===== src/rtl/rr_grant_index_arbiter.sv =====
// rr_grant_index_arbiter: 16-way round-robin arbiter with a registered winner
// index and valid flag; each grant ends on ack, withdrawal or hold timeout.
module rr_grant_index_arbiter #(
  parameter int N_REQ    = 16,
  parameter int IDX_W    = 4,
  parameter int MAX_HOLD = 8
) (
  input  logic             clk,
  input  logic             rst,
  input  logic [N_REQ-1:0] req,
  input  logic             gnt_ack,
  output logic [IDX_W-1:0] gnt_idx,
  output logic             gnt_vld,
  output logic             timeout,
  output logic             busy
);

  typedef enum logic {
    S_IDLE,
    S_GRANT
  } state_t;

  localparam logic [7:0] HOLD_LAST = 8'(MAX_HOLD - 1);

  state_t           r_state;
  state_t           w_state;
  logic [IDX_W-1:0] r_ptr;
  logic [IDX_W-1:0] w_ptr;
  logic [IDX_W-1:0] r_idx;
  logic [IDX_W-1:0] w_idx;
  logic [7:0]       r_hold;
  logic [7:0]       w_hold;
  logic             r_vld;
  logic             w_vld;
  logic             r_to;
  logic             w_to;
  logic [IDX_W-1:0] w_win;
  logic             w_win_vld;
  logic             w_release;

  // Scan from the farthest offset down so the nearest request to ptr wins.
  always_comb begin
    w_win     = r_ptr;
    w_win_vld = 1'b0;
    for (int i = N_REQ - 1; i >= 0; i--) begin
      if (req[r_ptr + IDX_W'(i)]) begin
        w_win     = r_ptr + IDX_W'(i);
        w_win_vld = 1'b1;
      end
    end
  end

  assign w_release = gnt_ack || !req[r_idx];

  always_comb begin
    w_state = r_state;
    w_ptr   = r_ptr;
    w_idx   = r_idx;
    w_hold  = r_hold;
    w_vld   = r_vld;
    w_to    = 1'b0;
    unique case (r_state)
      S_IDLE: begin
        if (w_win_vld) begin
          w_idx   = w_win;
          w_vld   = 1'b1;
          w_hold  = 8'd0;
          w_state = S_GRANT;
        end
      end
      S_GRANT: begin
        if (w_release || r_hold == HOLD_LAST) begin
          w_to    = !w_release;
          w_vld   = 1'b0;
          w_ptr   = r_idx + IDX_W'(1);
          w_state = S_IDLE;
        end else begin
          w_hold = r_hold + 8'd1;
        end
      end
      default: w_state = S_IDLE;
    endcase
  end

  always_ff @(posedge clk or posedge rst) begin
    if (rst) begin
      r_state <= S_IDLE;
      r_ptr   <= '0;
      r_idx   <= '0;
      r_hold  <= 8'd0;
      r_vld   <= 1'b0;
      r_to    <= 1'b0;
    end else begin
      r_state <= w_state;
      r_ptr   <= w_ptr;
      r_idx   <= w_idx;
      r_hold  <= w_hold;
      r_vld   <= w_vld;
      r_to    <= w_to;
    end
  end

  assign gnt_idx = r_idx;
  assign gnt_vld = r_vld;
  assign timeout = r_to;
  assign busy    = (r_state == S_GRANT);

endmodule


===== config.mk =====
export PLATFORM = sky130hd
export DESIGN_NAME = rr_grant_index_arbiter
export DESIGN_NICKNAME = d
export VERILOG_FILES = /design/src/rtl/rr_grant_index_arbiter.sv
export SDC_FILE = /design/constraint.sdc
export NUM_CORES = 1
export LEC_CHECK = 0
export BUFFER_PORTS_ARGS = -buffer_cell sky130_fd_sc_hd__buf_4
export CORE_ASPECT_RATIO = 0.75
export CORE_MARGIN = 1.5
export CORE_UTILIZATION = 45
export DETAILED_ROUTE_END_ITERATION = 6
export SLEW_MARGIN = 20
export SYNTH_ARGS = -nofsm -noshare
export SYNTH_HDL_FRONTEND = slang
export SYNTH_SLANG_ARGS = --single-unit

===== constraint.sdc =====
create_clock -name clk -period 4.4 [get_ports clk]
set_clock_uncertainty 0.05 [all_clocks]
set_input_delay 0 -clock clk [delete_from_list [all_inputs] [get_ports clk]]
set_output_delay 0 -clock clk [all_outputs]
set_load 0.005 [all_outputs]

==> impl_metrics.yaml <==
synth:
  synth_cell_types: 70
  postSynthCellCount: 377
  synth_fp_nets: 405
  synth-seq-cells: 19
  synth.most_common_cell: "nand2_1"
  synth_ff_type: "dfrtp_1"
  yosysWarnings: 0
  syn_area_um2: 3270
  ys_seq_area_share_pct: 14.5
  synth_commonest_cells: "nand2_1 (44), nor2_1 (40), a21oi_1 (25), mux2i_1 (23), mux4_2 (23)"
  synth_area_leaders: "mux4_2 (16%), dfrtp_1 (15%), mux2i_1 (7.0%)"
  synth_edf_count: 0
  syn_avg_cell_area_um2: 8.67
  post-synth-top-area-cell: "mux4_2"
  yosys.area.top_type_share_pct: 15.8
  async_flop_share_pct: 100
sta:
  rsz0062_at_grt: "no"
  slew_headroom_pct: 47.3
  slew_viol_final: 0
  fin_crit_ns: 3.54
  tns_ns: 0
  tightest_slew_ns: 0.790
  hold_viol: 0
  setup_viol: 0
  fin_hold_ws_ns: 0.388
  period_share_pct: 80.3
  max_freq_ghz: 0.283
grt:
  grt_pass1_wl_mm: 16.2
  grt_max_degree: 26
  grt_antenna_before_repair: 0
  grt_pass1_vias: 2906
  grt.overflow.total: 0
  grtUsageTotal_pct: 26.7
worst_setup_path:
  cp.required_ns: 4.54
  r2r_slack_ns: 0.86
  cp-end-kind: "flip-flop"
  worstSetupStartpointType: "flip-flop"
  setup.worst_path.class: "flip-flop to flip-flop"
  cp_common_cell: "a21oi_1"
  worstPathMaxFanout: 22
  critPathArrivalTime_ns: 3.68
  slowest_delay_ns: 0.55
  cpMaxStageDelayCell: "xor2_1"
  path_cells: "buf_4 -> ha_1 -> xor2_1 -> mux4_2 -> and2_1 -> nand2b_1 -> a21oi_1 -> a21oi_1 -> a2111oi_2 -> a21oi_1 -> a31oi_1"
cts:
  cts-resized-gates: 0
  numCtsBuffers: 3
  post_cts_buffers: 0
  clk_path_buf_depth: 2
  clkLatencyLatePin_ns: 0.27
  ctsHoldBuffers: 2
  clk_pin_slew_ns: 0.09
  cts_tree: "built"
  cts_root_buffer: "clkbuf_8"
  clock_sinks: 19
  htreeDepth: 1
route:
  via_count: 3167
  drt_iter0_markers: 275
  drc: 0
  wl_met1_mm: 4.84
  wl_met2_mm: 4.45
  drt_first_pass_iters: 5
  routed_wl_mm: 10.2
  wl_per_cell_um: 20.5
  routed.top_layer: "met4"
  via_per_inst: 6.39
  wl_met3_um: 763
  ant_nets: 0
placement:
  place_area_um2: 3520
  dp_hpwl_mm: 7.88
  gp_congestion: 0.992
  port_buffers: 25
outcome:
  status: "complete, no violations"
layout:
  area_growth_pct: 9.64
  multi_input_area_um2: 2630
  seq_area_um2: 475
  fill_cells: 662
  fin_area_um2: 3580
  finish.net_count: 427
  drive_above_1_share_pct: 24.9
  antennaDiodeCount: 0
  utilization_pct: 51.7
run:
  drv_cap: 0
min_path:
  hp-class: "input pin to asynchronous set/reset pin"
floorplanning:
  ios: 26
  die_h_um: 76.8
  die_w_um: 101
  initial_core_util_pct: 47.2
  dieArea_um2: 7790
  core_area_um2: 6930
  num_rows: 26
[cell type report]
type / instances / share of cell area [%]
multi-input combinational: 328 / 73.3
sequential: 19 / 13.3
clock buffer: 3 / 1.15
clock inverter: 1 / 0.140
timing repair buffer: 35 / 7.47
inverter: 12 / 1.26
tap: 98 / 3.42
[metrics by stage]
stage / setup slack (ns) / std cells
after global placement: 0.907 / 490
after global routing: 0.617 / 496
after detailed placement: 0.949 / 490
after CTS: 0.920 / 496
after floorplan: 0.845 / 377
final: 0.865 / 496
[worst paths after layout]
path	from	end	depth (start not counted)
worst max-delay path	r_ptr[1]$_DFFE_PP0P_	gnt_idx[1]$_DFFE_PP0P_	11
worst min-delay path	rst	r_ptr[0]$_DFFE_PP0P_	3
worst max register to register	r_ptr[1]$_DFFE_PP0P_	gnt_idx[1]$_DFFE_PP0P_	11
worst min register to register	gnt_vld$_DFFE_PP0P_	gnt_vld$_DFFE_PP0P_	2
max in group asynchronous	rst	busy$_DFF_PP0_	3
min in group clk	gnt_ack	timeout$_DFF_PP0_	3
[kinds of logic (layout without fill, tap and decap cells)]
group | after synthesis | after routing | share of synthesized area, %
and+or+nand+nor | 147 | 147 | 22.2
DFF | 19 | 19 | 14.5
xor gates and xnor gates | 22 | 22 | 6.12
adders and majority gates | 9 | 9 | 3.44
muxes | 69 | 69 | 32.1
AOI/OAI and AO/OA | 81 | 81 | 16.5
buffers and inverters | 30 | 51 | 5.09
[sequential cells by signal (all words and copies together), names as in the netlist]
register,cells
r_hold,8
busy,1
gnt_idx,4
timeout,1
gnt_vld,1
r_ptr,4
[critical path: cells and delay by family (launching register included)]
kind                       cells  cell delay [ns]
and+or+nand+nor                2             0.49
DFF                            1             0.37
adders and majority gates      1             0.40
buffers and inverters          1             0.29
muxes                          1             0.46
xor gates and xnor gates       1             0.55
AOI/OAI and AO/OA              5             0.84
[cells in the final DEF (no fill, tap or decap), types with 5 or more instances in the layout]
cell type	n
nand2_1	44
nor2_1	40
buf_4	33
a21oi_1	25
mux4_2	23
mux2i_1	23
dfrtp_1	19
mux2_2	15
xor2_1	14
o21ai_0	13
nand3_1	11
nor3_1	10
a31oi_1	9
ha_1	9
inv_1	8
xnor2_1	7
and3_1	6
nand2b_1	5
[routing by layer]
metal / vias up / global-route usage, %
met5: - / 0
met4: 0 / 3.61
met3: 10 / 4.74
met2: 136 / 38.8
met1: 1550 / 41.8
li1: 1471 / -
Power is left out: the tool's default activity adds up to more than one toggle a clock period on the data nets, which glitch-free logic cannot reach.
